### src/rtl/hs_source_sink_if.sv
// Valid/ready stream bundle for the hs_source_sink test endpoints.
// The master modport is the endpoint pair; the slave modport is the surrounding link or bench.
interface hs_source_sink_if #(
    parameter int WIDTH = 9,
    parameter int DEPTH = 256
) ();
    localparam int CW = $clog2(DEPTH + 1);

    logic             start;
    logic             src_ready;
    logic             src_vaild;
    logic [WIDTH-1:0] src_data;
    logic             src_done;
    logic             dst_vaild;
    logic [WIDTH-1:0] dst_data;
    logic             dst_ready;
    logic             dst_done;
    logic [CW-1:0]    rx_count;
    logic [CW-1:0]    err_count;
    logic             err;

    modport master (
        input  start, src_ready, dst_vaild, dst_data,
        output src_vaild, src_data, src_done, dst_ready, dst_done,
               rx_count, err_count, err
    );

    modport slave (
        output start, src_ready, dst_vaild, dst_data,
        input  src_vaild, src_data, src_done, dst_ready, dst_done,
               rx_count, err_count, err
    );
endinterface

### src/rtl/hs_source_sink.sv
// Paired source/sink test endpoints for a valid/ready link: the source emits 0..DEPTH-1,
// the sink accepts under a rotating ready pattern and checks the same sequence.
module hs_source_sink #(
    parameter int         WIDTH     = 9,
    parameter int         DEPTH     = 256,
    parameter logic [3:0] READY_PAT = 4'b0111
) (
    input  logic               clk,
    input  logic               s_rst,
    hs_source_sink_if.master   bus
);
    localparam int            CW      = $clog2(DEPTH + 1);
    localparam logic [CW-1:0] DEPTH_C = CW'(DEPTH);
    localparam logic [CW-1:0] ERR_MAX = '1;

    logic [CW-1:0]    tx_cnt_q, tx_cnt_d;
    logic             src_vaild_q, src_vaild_d;
    logic [WIDTH-1:0] src_data_q, src_data_d;
    logic             src_done_q, src_done_d;
    logic [1:0]       slot_q, slot_d;
    logic             dst_ready_q, dst_ready_d;
    logic             dst_done_q, dst_done_d;
    logic [CW-1:0]    rx_count_q, rx_count_d;
    logic [CW-1:0]    err_count_q, err_count_d;
    logic             err_q, err_d;
    logic             src_beat;
    logic             dst_beat;

    assign src_beat = src_vaild_q & bus.src_ready;
    assign dst_beat = bus.dst_vaild & dst_ready_q & ~dst_done_q;

    always_comb begin
        tx_cnt_d    = tx_cnt_q;
        src_vaild_d = src_vaild_q;
        src_data_d  = src_data_q;
        src_done_d  = src_done_q;
        slot_d      = slot_q + 2'd1;
        dst_done_d  = dst_done_q;
        rx_count_d  = rx_count_q;
        err_count_d = err_count_q;
        err_d       = err_q;

        // A stalled word is frozen regardless of start; start only gates new launches.
        if (!src_vaild_q || bus.src_ready) begin
            if (bus.start && (tx_cnt_q < DEPTH_C)) begin
                src_vaild_d = 1'b1;
                src_data_d  = WIDTH'(tx_cnt_q);
                tx_cnt_d    = tx_cnt_q + 1'b1;
            end else begin
                src_vaild_d = 1'b0;
            end
        end
        if (src_beat && (tx_cnt_q == DEPTH_C)) begin
            src_done_d = 1'b1;
        end

        if (dst_beat) begin
            rx_count_d = rx_count_q + 1'b1;
            if (bus.dst_data != WIDTH'(rx_count_q)) begin
                err_d = 1'b1;
                if (err_count_q != ERR_MAX) begin
                    err_count_d = err_count_q + 1'b1;
                end
            end
            if (rx_count_q == DEPTH_C - 1'b1) begin
                dst_done_d = 1'b1;
            end
        end
        dst_ready_d = READY_PAT[slot_q] & ~dst_done_d;
    end

    always_ff @(posedge clk or negedge s_rst) begin
        if (!s_rst) begin
            tx_cnt_q    <= '0;
            src_vaild_q <= 1'b0;
            src_data_q  <= '0;
            src_done_q  <= 1'b0;
            slot_q      <= 2'd0;
            dst_ready_q <= 1'b0;
            dst_done_q  <= 1'b0;
            rx_count_q  <= '0;
            err_count_q <= '0;
            err_q       <= 1'b0;
        end else begin
            tx_cnt_q    <= tx_cnt_d;
            src_vaild_q <= src_vaild_d;
            src_data_q  <= src_data_d;
            src_done_q  <= src_done_d;
            slot_q      <= slot_d;
            dst_ready_q <= dst_ready_d;
            dst_done_q  <= dst_done_d;
            rx_count_q  <= rx_count_d;
            err_count_q <= err_count_d;
            err_q       <= err_d;
        end
    end

    assign bus.src_vaild = src_vaild_q;
    assign bus.src_data  = src_data_q;
    assign bus.src_done  = src_done_q;
    assign bus.dst_ready = dst_ready_q;
    assign bus.dst_done  = dst_done_q;
    assign bus.rx_count  = rx_count_q;
    assign bus.err_count = err_count_q;
    assign bus.err       = err_q;
endmodule

### src/flat_wrapper.sv
// flat-port wrapper written by rule: the top's interface ports become plain ports
module hs_source_sink_flat 
#(
    parameter int         WIDTH     = 9,
    parameter int         DEPTH     = 256,
    parameter logic [3:0] READY_PAT = 4'b0111
)
  (clk, s_rst, bus_start, bus_src_ready, bus_dst_vaild, bus_dst_data, bus_src_vaild, bus_src_data, bus_src_done, bus_dst_ready, bus_dst_done, bus_rx_count, bus_err_count, bus_err);
  hs_source_sink_if #(.WIDTH(WIDTH), .DEPTH(DEPTH)) bus_i ();
  input  logic clk;
  input  logic s_rst;
  input wire logic [$bits(bus_i.start)-1:0] bus_start;
  input wire logic [$bits(bus_i.src_ready)-1:0] bus_src_ready;
  input wire logic [$bits(bus_i.dst_vaild)-1:0] bus_dst_vaild;
  input wire logic [$bits(bus_i.dst_data)-1:0] bus_dst_data;
  output wire logic [$bits(bus_i.src_vaild)-1:0] bus_src_vaild;
  output wire logic [$bits(bus_i.src_data)-1:0] bus_src_data;
  output wire logic [$bits(bus_i.src_done)-1:0] bus_src_done;
  output wire logic [$bits(bus_i.dst_ready)-1:0] bus_dst_ready;
  output wire logic [$bits(bus_i.dst_done)-1:0] bus_dst_done;
  output wire logic [$bits(bus_i.rx_count)-1:0] bus_rx_count;
  output wire logic [$bits(bus_i.err_count)-1:0] bus_err_count;
  output wire logic [$bits(bus_i.err)-1:0] bus_err;
  assign bus_i.start = bus_start;
  assign bus_i.src_ready = bus_src_ready;
  assign bus_i.dst_vaild = bus_dst_vaild;
  assign bus_i.dst_data = bus_dst_data;
  assign bus_src_vaild = bus_i.src_vaild;
  assign bus_src_data = bus_i.src_data;
  assign bus_src_done = bus_i.src_done;
  assign bus_dst_ready = bus_i.dst_ready;
  assign bus_dst_done = bus_i.dst_done;
  assign bus_rx_count = bus_i.rx_count;
  assign bus_err_count = bus_i.err_count;
  assign bus_err = bus_i.err;
  hs_source_sink #(.WIDTH(WIDTH), .DEPTH(DEPTH), .READY_PAT(READY_PAT)) u_core (.clk(clk), .s_rst(s_rst), .bus(bus_i));
endmodule
### config.mk
export PLATFORM = sky130hd
export DESIGN_NAME = hs_source_sink_flat
export DESIGN_NICKNAME = d
export VERILOG_FILES = /design/src/rtl/hs_source_sink_if.sv /design/src/rtl/hs_source_sink.sv /design/src/flat_wrapper.sv
export SDC_FILE = /design/constraint.sdc
export NUM_CORES = 1
export LEC_CHECK = 0
export ABC_AREA = 1
export BUFFER_PORTS_ARGS = -buffer_cell sky130_fd_sc_hd__buf_2
export CAP_MARGIN = 30
export CORE_ASPECT_RATIO = 1.75
export CORE_UTILIZATION = 55
export DETAILED_ROUTE_END_ITERATION = 10
export GPL_TIMING_DRIVEN = 0
export PLACE_DENSITY = 0.8
export SKIP_LAST_GASP = 1
export SYNTH_ARGS = -nofsm -noshare
export SYNTH_HDL_FRONTEND = slang
export SYNTH_SLANG_ARGS = --single-unit
### constraint.sdc
create_clock -name clk -period 3.5 [get_ports clk]
set_input_delay 0.525 -clock clk [delete_from_list [all_inputs] [get_ports clk]]
set_output_delay 0.525 -clock clk [all_outputs]
set_load 0.03 [all_outputs]
==> flow_summary.yaml, run 1 <==
outcome:
  status: "finished, final reports clean"
logic_synthesis:
  syn_nets: 254
  yosys_warnings: 0
  synthMuxAreaShare_pct: 0
  synth_compound_area_share_pct: 4.139
  synth_cell_types: 21
  ys_top_cells_by_area: "dfrtp_1 52%, nand2_1 11%, xor2_1 7.6%"
  synth.top_cell.area_share_pct: 51.59
  synthCells: 233
  synth_top_family_by_area: "simple AND/OR/NAND/NOR gates"
  synth.avg_cell_area_um2: 8.952
  synth-simple-area-share_pct: 23.10
  yosysTopAreaCell: "dfrtp_1"
  synthXorXnorAreaFrac_pct: 10.08
  synthAdderAreaFrac_pct: 4.199
  yosys_register_bits: 43
  syn_area_um2: 2086
  synth_seq_area_share_pct: 51.59
worst_setup_path:
  critPathLaunchType: "flip-flop"
  crit_required_ns: 3.73
  endpoint_kind: "flip-flop"
  path_max_fanout: 9
  critPathKind: "reg -> reg"
  critical_path.startpoint: "u_core.bus.err_count[0]"
  worst_r2r_startpoint: "u_core.bus.err_count[0]"
  cp.arrival_ns: 2.15
  r2r_slack_ns: 1.58
grt:
  grt_overflow: 0
  grt_usage_pct: 22.65
  antenna_found_initial: 0
  grt_pass1_wl_mm: 7.086
  grt_pass1_vias: 1697
  grt_max_degree: 44
floorplanning:
  io_pins: 46
  die_w_um: 48.55
  fp.dieH_um: 83.47
  dieArea_um2: 4052
  start_util_pct: 57.48
  core-area_um2: 3628
  placementRows: 29
cts:
  cts_buffers: 5
  cts_root_buf: "clkbuf_8"
  clk_pin_slew_worst_paths_ns: 0.08
  clock_path_buffers: 2
  cts_tree: "done"
  clock_sinks: 43
  cts_hold_buf: 0
  cts_resized: 0
  htree_levels: 2
  insertion_delay_ns: 0.29
  post_cts_buffers: 0
worst_hold_path:
  hold_path_class: "in -> async"
sta:
  finClkSkew_ns: 0.009818
  finalHoldViolCount: 0
  min_period_over_period_pct: 54.84
  timing.fmax_ghz: 0.5210
  setup_tns_ns: 0
  rsz0062_at_grt: "no"
  worst_slew_pin_slew_ns: 0.3629
  fin_crit_ns: 1.919
  setup_viol: 0
  max_slew_margin_pct: 75.81
  maxSlewViolCount: 0
drt:
  ant_nets: 0
  avgRoutedWirePerCell_um: 12.34
  via_per_inst: 5.084
  drt_iter0_markers: 32
  dr.pass1.iters: 4
  routed_wl_mm: 4.110
  drc_errors: 0
  vias: 1693
run:
  maxCapViolCount: 0
cells_and_area:
  drive_gt1_share_pct: 22.30
  diodes: 0
  fin_nets: 307
  fin_util_pct: 68.07
  syn_to_final_growth_pct: 18.42
placed_design:
  dp_hpwl_mm: 3.016
  portBuffers: 45
  gp_congestion: 0.7950
pwr:
  power_leakage_nw: 1.388
  p_per_area_nw_per_um2: 350.9
  peakVddDrop_uv: 309.8
==> cell type report <==
class | instances | area [µm²]
timing repair buffer | 46 | 245.2
tap | 46 | 57.56
fill | 310 | 1159
inverter | 30 | 112.6
clock buffer | 7 | 76.32
sequential | 43 | 1076
multi-input combinational | 155 | 865.8
clock inverter | 1 | 5.005
buffer | 5 | 31.28
==> critical path, cell delays in order, from the launching register on <==
cell and delay (ns):
dfrtp_1 0.41, ha_1 0.20, nand3_1 0.15, nor4_1 0.22, ha_1 0.23, clkinv_1 0.25
nand3_2 0.26, nand2_1 0.07, nand2_1 0.06
==> stage by stage <==
step | area [µm²] | cells | power, mW | hold slack, ns | worst slack [ns]
after detailed placement | 2369 | 324 | 0.5760 | 0.4168 | 1.623
after global placement | 2369 | 324 | 0.5748 | 0.4113 | 1.657
after floorplan | 2086 | 233 | 0.5484 | 0.2294 | 1.661
after CTS | 2450 | 332 | 0.8770 | 0.4030 | 1.602
after global routing | 2470 | 333 | 0.9005 | 0.1477 | 1.395
final | 2470 | 333 | 0.8666 | 0.1314 | 1.581
==> cell usage in the layout (no fill, tap or decap) <==
cell	Yosys	layout
clkbuf_8	0	5
nand4_1	11	11
buf_2	4	49
xor2_1	18	18
ha_1	7	7
dfrtp_1	43	43
nand3b_1	1	1
inv_2	2	2
o21ai_0	14	14
buf_12	0	1
a31o_2	1	1
nand3_2	3	3
nand3_1	10	10
nor3_1	7	7
clkinv_2	0	1
a21o_1	1	1
xnor2_1	6	6
clkinv_1	1	1
clkbuf_1	0	2
nor4_1	1	1
nor2_1	12	12
nand2_1	62	62
nor2_2	1	1
buf_6	1	1
inv_1	27	27
==> state kept, by name, indices dropped and copies added, names as in the netlist <==
signal,flops
u_core.bus.src_vaild,1
u_core.bus.src_done,1
u_core.tx_cnt_q,9
u_core.bus.rx_count,9
u_core.bus.dst_ready,1
u_core.bus.err_count,9
u_core.bus.err,1
u_core.bus.dst_done,1
u_core.bus.src_data,9
u_core.slot_q,2
==> cells in the mapped netlist <==
| library cell | n |
|---|---|
| nand3_1 | 10 |
| dfrtp_1 | 43 |
| a21o_1 | 1 |
| inv_1 | 27 |
| xnor2_1 | 6 |
| buf_6 | 1 |
| xor2_1 | 18 |
| nor4_1 | 1 |
| buf_2 | 4 |
| ha_1 | 7 |
| nor2_2 | 1 |
| nand3b_1 | 1 |
| nand4_1 | 11 |
| nand3_2 | 3 |
| nand2_1 | 62 |
| nor3_1 | 7 |
| a31o_2 | 1 |
| nor2_1 | 12 |
| inv_2 | 2 |
| o21ai_0 | 14 |
| clkinv_1 | 1 |
==> final timing paths <==
check / end / cells after the start
worst max-delay path: u_core.bus.err_count[6] / 8
worst min-delay path: u_core.bus.err_count[4] / 1
worst max register to register: u_core.bus.err_count[6] / 8
worst min register to register: u_core.slot_q[0] / 1
max in group asynchronous: u_core.bus.rx_count[0] / 2
min in group clk: u_core.slot_q[0] / 1
==> per-layer routing <==
layer	track usage (%)	part of all wire (%)	vias to the layer above
li1	-	-	847
met1	22.67	40	804
met2	43.15	55	36
met3	4.554	3.3	6
met4	10.70	2.0	0
met5	0	0	-
==> cell families (layout without fill, tap and decap cells) <==
kind of cell / count (synthesis) / in the layout
DFF: 43 / 43
AOI/OAI and AO/OA: 16 / 16
buffers and inverters: 35 / 89
adders and majority gates: 7 / 7
xor gates and xnor gates: 24 / 24
and+or+nand+nor: 108 / 108
==> report_power, final <==
group	switching [mW]	internal, mW	total (mW)
clock	0.159	0.140	0.299
sequential	0.00468	0.505	0.509
combinational	0.0382	0.0204	0.0586
(Power assumes the default switching activity.)
==> run 2, diff against run 1 <==
--- a/config.mk
+++ b/config.mk
@@ -5,14 +5,14 @@
 export SDC_FILE = /design/constraint.sdc
 export NUM_CORES = 1
 export LEC_CHECK = 0
-export ABC_AREA = 1
+export ABC_AREA = 0
 export BUFFER_PORTS_ARGS = -buffer_cell sky130_fd_sc_hd__buf_2
 export CAP_MARGIN = 30
 export CORE_ASPECT_RATIO = 1.75
-export CORE_UTILIZATION = 55
+export CORE_UTILIZATION = 47
 export DETAILED_ROUTE_END_ITERATION = 10
 export GPL_TIMING_DRIVEN = 0
-export PLACE_DENSITY = 0.8
+export PLACE_DENSITY = 0.73
 export SKIP_LAST_GASP = 1
 export SYNTH_ARGS = -nofsm -noshare
 export SYNTH_HDL_FRONTEND = slang
==> constraint.sdc (replaced) <==
create_clock -name clk -period 1.61 [get_ports clk]
set_input_delay 0.2415 -clock clk [delete_from_list [all_inputs] [get_ports clk]]
set_output_delay 0.2415 -clock clk [all_outputs]
set_load 0.03 [all_outputs]
==> run 2 against run 1 <==
Against the previous run:
- the run now ends with setup timing left
- die area is 8.0% higher
- largest power group unchanged
- via count fell by 13%
- sequential cell count unchanged
- sequential share of layout area is 0.51 points higher
- core utilization decreased by 4.7 points
- sequential power grew to 3.4 times the previous value
- power grew to 4.6 times the previous value
- largest cell class unchanged
- routed wire length down 3.6%
- worst hold slack gained 0.087 ns
==> flow_summary.yaml, run 2 <==
outcome:
  status: "complete, but fails checks"
  violations: "setup timing"
worst_hold_path:
  hold_path_class: "in -> reg"
  hold_path_depth: 2
  hp-start: "bus_src_ready"
  min_to: "u_core.bus.src_done"
logic_synthesis:
  yosys_warnings: 0
  synth.top_cell.area_share_pct: 55.74
  yosys_register_bits: 43
  synth_cell_types: 27
  synth_edf_count: 0
  synthFlopType: "dfrtp_1"
  yosys-top-cells-count: "43 x dfrtp_1, 34 x nand2_1, 20 x xnor2_1, 10 x xor2_1, 8 x nand3_1"
  synth_seq_area_share_pct: 55.74
  yosysTopAreaCell: "dfrtp_1"
  synth_most_common_cell: "dfrtp_1"
  synth-async-reset-ratio_pct: 100.0
  synth.avg_cell_area_um2: 10.97
  syn_nets: 197
  syn_area_um2: 1931
  synthCells: 176
  ys_top_cells_by_area: "dfrtp_1 56%, xnor2_1 9.1%, nand2_1 6.6%"
cts:
  cts_buffers: 5
  cts_root_buf: "clkbuf_8"
  clk_pin_slew_worst_paths_ns: 0.08
  clock_sinks: 43
  clock_path_buffers: 2
  insertion_delay_ns: 0.29
  htree_levels: 2
  cts_tree: "done"
sta:
  finClkSkew_ns: 0.007995
  max_slew_margin_pct: 69.60
  maxSlewViolCount: 0
  fin_crit_ns: 1.642
  min_period_over_period_pct: 102.0
  rsz0062_at_grt: "yes"
  setup_viol: 3
  setup_slack_ns: -0.03171
  timing.fmax_ghz: 0.6091
  finalHoldViolCount: 0
  setup_tns_ns: -0.08244
  worst_slew_pin_slew_ns: 0.4560
cells_and_area:
  final_common_cell: "buf_2"
  syn_to_final_growth_pct: 28.06
  fin_nets: 257
  fin_util_pct: 63.33
  num-fill-cells: 318
  drive_gt1_share_pct: 37.13
  multi_input_area_um2: 898.4
  register_area_um2: 1090
  diodes: 0
  final_cell_mix: "45 x buf_2, 34 x nand2_1, 32 x dfrtp_1"
pwr:
  p_per_area_nw_per_um2: 1610
  peakVddDrop_uv: 1040
  power_leakage_nw: 1.210
drt:
  avgRoutedWirePerCell_um: 13.89
  drc_errors: 0
  via_per_inst: 5.154
  dr.pass1.iters: 4
  ant_nets: 0
  vias: 1469
  drt_iter0_markers: 30
  routed_wl_mm: 3.960
worst_setup_path:
  r2r_slack_ns: -0.03
  worst_r2r_startpoint: "u_core.bus.rx_count[4]"
  r2r_end: "u_core.bus.err_count[1]"
  critPathKind: "reg -> reg"
  crit_required_ns: 1.78
  path_max_fanout: 8
  rr_worst_depth: 6
  cp.arrival_ns: 1.81
  endpoint_kind: "flip-flop"
  critPathLaunchType: "flip-flop"
floorplanning:
  io_pins: 46
  start_util_pct: 49.46
  core-area_um2: 3904
  die_w_um: 50.45
  fp.dieH_um: 86.79
  placementRows: 30
  dieArea_um2: 4378
grt:
  grt_max_degree: 44
  grt_pass1_vias: 1453
  grt_pass1_wl_mm: 6.499
  antenna_found_initial: 0
  grt_usage_pct: 20.01
  grt_overflow: 0
placed_design:
  dp_hpwl_mm: 2.745
  portBuffers: 45
  gp_congestion: 0.7493
run:
  maxCapViolCount: 0
## run 2: area by class of cell
cell class                      count  area share [%]
Clock buffer                        7           3.087
Timing Repair Buffer               54           12.60
Clock inverter                      1          0.2024
Multi-Input combinational cell    124           36.34
Sequential cell                    43           44.08
Tap cell                           48           2.429
Buffer                              2          0.3543
Inverter                            6          0.9109
## run 2: worst max path at each step
| stage | start | to | slack (ns) |
|---|---|---|---|
| 3_5_place_dp | u_core.bus.rx_count[7] | u_core.bus.err_count[1] | -0.32 |
| 5_1_grt | u_core.bus.rx_count[4] | u_core.bus.err_count[0] | -0.09 |
| 3_3_place_gp | u_core.bus.rx_count[7] | u_core.bus.err_count[1] | -0.30 |
| 4_1_cts | u_core.bus.rx_count[4] | u_core.bus.err_count[0] | -0.02 |
| 2_1_floorplan | u_core.bus.rx_count[1] | u_core.bus.err_count[1] | -0.14 |
| 6_report | u_core.bus.rx_count[4] | u_core.bus.err_count[1] | -0.03 |
## run 2: routing by layer
metal  routed length, µm  GRT usage [%]  vias to the layer above
met5                   0              0                        -
met4                  85          8.838                        0
met3                 116          4.912                        8
met2                2238          36.12                       38
met1                1519          21.50                      709
li1                    -              -                      714
## run 2: where the power goes
group          internal (mW)  leakage, nW  switching, mW
Clock                  0.305       0.0422          0.347
Combinational          0.624        0.644          0.955
Sequential              1.39        0.524          0.354
Total                   2.32         1.21           1.66
## run 2: critical path: stages (launching register included)
cell     delay (ns)
dfrtp_2        0.43
xnor2_1        0.18
nand3_2        0.13
nor4_4         0.29
buf_6          0.17
nor3_4         0.05
mux2_2         0.27
## run 2: per-stage QoR
step / setup WS (ns) / instance area, µm² / cells / power, mW / hold slack (ns)
2_1_floorplan: -0.1398 / 1946 / 176 / 2.701 / -0.05409
3_3_place_gp: -0.3029 / 2231 / 269 / 3.108 / 0.4225
3_5_place_dp: -0.3200 / 2231 / 269 / 3.151 / 0.4328
4_1_cts: -0.01693 / 2414 / 283 / 3.986 / 0.1156
5_1_grt: -0.09206 / 2472 / 285 / 4.230 / 0.2229
6_report: -0.03171 / 2472 / 285 / 3.980 / 0.2183
## run 2: cells by family (layout without fill, tap and decap cells)
| logic type | Yosys count | count (layout) | share of synthesized area (%) |
|---|---|---|---|
| multiplexers | 2 | 2 | 1.166 |
| XOR/XNOR | 30 | 30 | 13.61 |
| adder cells (fa/ha/maj) | 7 | 7 | 4.536 |
| buffers and inverters | 9 | 70 | 1.750 |
| flip-flops | 43 | 43 | 55.74 |
| AND/OR/NAND/NOR | 77 | 77 | 20.35 |
| AO/OA/AOI/OAI | 8 | 8 | 2.852 |
## run 2: what timing repair did
action | CTS | global route
setup endpoints to repair | 11 | 14
gates resized for setup | 9 | 7
hold endpoints to repair | 0 | 4
hold buffers | 0 | 1
setup buffers | 7 | 0
pin swaps | 5 | 1
==> run 3, diff against run 2 <==
--- a/config.mk
+++ b/config.mk
@@ -10,6 +10,7 @@
 export CAP_MARGIN = 30
 export CORE_ASPECT_RATIO = 1.75
 export CORE_UTILIZATION = 47
+export CTS_BUF_LIST = sky130_fd_sc_hd__clkbuf_4 sky130_fd_sc_hd__clkbuf_8 sky130_fd_sc_hd__clkbuf_16
 export DETAILED_ROUTE_END_ITERATION = 10
 export GPL_TIMING_DRIVEN = 0
 export PLACE_DENSITY = 0.73
==> run 3 against run 2 <==
Against the previous run:
- the run still ends with setup timing left
- first-iteration DRC count decreased by 37%
- sequential share of layout area decreased by 0.96 points
- clock skew decreased by 0.00086 ns
- worst hold slack got worse by 0.0022 ns
- global-route usage increased by 0.18 points
- fmax decreased by 2.5%
- routed wire length increased by 4.4%
- register-to-register slack got worse by 0.04 ns
- non-clock buffer count increased by 3
- final area increased by 2.2%
- via count increased by 0.34%
- critical path type unchanged
- largest power group unchanged
==> flow_summary.yaml, run 3 (synthesis results as in run 2) <==
outcome:
  status: "complete, but fails checks"
  violations: "setup timing"
sta:
  setup_slack_ns: -0.07373
  fin_crit_ns: 1.684
  maxSlewViolCount: 0
  min_period_over_period_pct: 104.6
  setup_viol: 4
  timing.fmax_ghz: 0.5939
  finalHoldViolCount: 0
  setup_tns_ns: -0.1341
  finClkSkew_ns: 0.007136
  rsz0062_at_grt: "yes"
  max_slew_margin_pct: 69.49
  worst_slew_pin_slew_ns: 0.4577
worst_hold_path:
  hold_path_depth: 2
  hp-start: "bus_src_ready"
  min_to: "u_core.bus.src_done"
  hold_path_class: "in -> reg"
grt:
  grt_overflow: 0
  grt_max_degree: 44
  antenna_found_initial: 0
  grt_pass1_wl_mm: 6.575
  grt_usage_pct: 20.19
  grt_pass1_vias: 1455
cells_and_area:
  num-fill-cells: 317
  final_common_cell: "buf_2"
  drive_gt1_share_pct: 40.00
  fin_nets: 260
  fin_util_pct: 64.74
  register_area_um2: 1090
  stdcell_count: 288
  final_cell_mix: "45 x buf_2, 33 x nand2_1, 32 x dfrtp_1"
  syn_to_final_growth_pct: 30.91
  diodes: 0
  multi_input_area_um2: 923.4
worst_setup_path:
  crit_chain: "ha_4, nand3_1, nor2_1, ha_4, nor4_1, xor2_1"
  cpPeakStageDelay_ns: 0.44
  critical_path_depth: 6
  rr_worst_depth: 6
  endpoint_kind: "flip-flop"
  path_delay_family: "simple AND/OR/NAND/NOR gates"
  path_max_fanout: 7
  critPathLaunchType: "flip-flop"
  cp.arrival_ns: 1.90
  critPathBufInv: 0
  worst_r2r_startpoint: "u_core.bus.err_count[0]"
  critPathKind: "reg -> reg"
  r2r_slack_ns: -0.07
  crit_top_cell: "ha_4"
  critPathSlowestCell: "dfrtp_2"
  crit_required_ns: 1.82
  r2r_end: "u_core.bus.err_count[3]"
floorplanning:
  start_util_pct: 49.46
  io_pins: 46
  placementRows: 30
  fp.dieH_um: 86.79
  die_w_um: 50.45
  core-area_um2: 3904
  dieArea_um2: 4378
pwr:
  p_sw_mw: 1.695
  p_comb_share_pct: 40.4
  total_power_mw: 4.098
  swShare_pct: 41.36
  p_per_area_nw_per_um2: 1621
  intPower_mw: 2.403
  pwr-share-clk_pct: 16.8
  peakVddDrop_uv: 1044
  power_leakage_nw: 1.238
  p_seq_share_pct: 42.8
cts:
  cts_tree: "done"
  clk_pin_slew_worst_paths_ns: 0.08
  htree_levels: 2
  cts_buffers: 5
  clock_sinks: 43
  clock_path_buffers: 2
  cts_root_buf: "clkbuf_8"
  insertion_delay_ns: 0.29
drt:
  dr.pass1.iters: 4
  drc_errors: 0
  drt_iter0_markers: 19
  via_per_inst: 5.118
  avgRoutedWirePerCell_um: 14.36
  ant_nets: 0
  routed_wl_mm: 4.135
  vias: 1474
placed_design:
  place_ws_ns: -0.3200
  portBuffers: 45
  gp_congestion: 0.7493
  place_inst: 269
  dp_hpwl_mm: 2.745
run:
  maxCapViolCount: 0
[run 3: repair_timing]
item,in CTS,in global routing
hold buffers,0,1
gates resized for setup,9,11
pin swaps,5,2
hold endpoints to repair,0,4
setup buffers,7,3
setup endpoints to repair,11,14
[run 3: how the worst max path moves through the flow]
stage / from / to / slack (ns)
6_report: u_core.bus.err_count[0] / u_core.bus.err_count[3] / -0.07
4_1_cts: u_core.bus.rx_count[4] / u_core.bus.err_count[0] / -0.02
5_1_grt: u_core.bus.err_count[0] / u_core.bus.err_count[3] / -0.16
2_1_floorplan: u_core.bus.rx_count[1] / u_core.bus.err_count[1] / -0.14
3_5_place_dp: u_core.bus.rx_count[7] / u_core.bus.err_count[1] / -0.32
3_3_place_gp: u_core.bus.rx_count[7] / u_core.bus.err_count[1] / -0.30
[run 3: layer usage]
metal  up-vias  routed length [µm]  GRT usage, %  share of wire [%]
met5         -                   0             0                  0
met4         0                  99         8.838                2.4
met3        10                 109         5.088                2.6
met2        37                2379         36.00                 58
met1       708                1546         22.08                 37
li1        719                   -             -                  -
[run 3: final cells by class]
cell class / count / share of cell area (%)
clock inverter: 1 / 0.1980
buffer: 2 / 0.3465
clock buffer: 7 / 3.317
sequential: 43 / 43.12
multi-input combinational: 124 / 36.53
tap: 48 / 2.376
timing repair buffer: 57 / 13.22
inverter: 6 / 0.8911
[run 3: stage by stage]
step | cell area, µm² | hold WS (ns)
floorplan | 1946 | -0.05409
global placement | 2231 | 0.4225
detailed placement | 2231 | 0.4328
CTS | 2421 | 0.1155
global route | 2527 | 0.2225
finish | 2527 | 0.2161
[run 3: power by group through the flow]
stage	clock (mW)	sequential [mW]	combinational, mW
global placement	0	1.76	1.35
floorplan	0	2.15	0.554
CTS	0.714	1.74	1.57
global route	0.758	1.80	1.79
detailed placement	0	1.77	1.38
finish	0.690	1.75	1.66
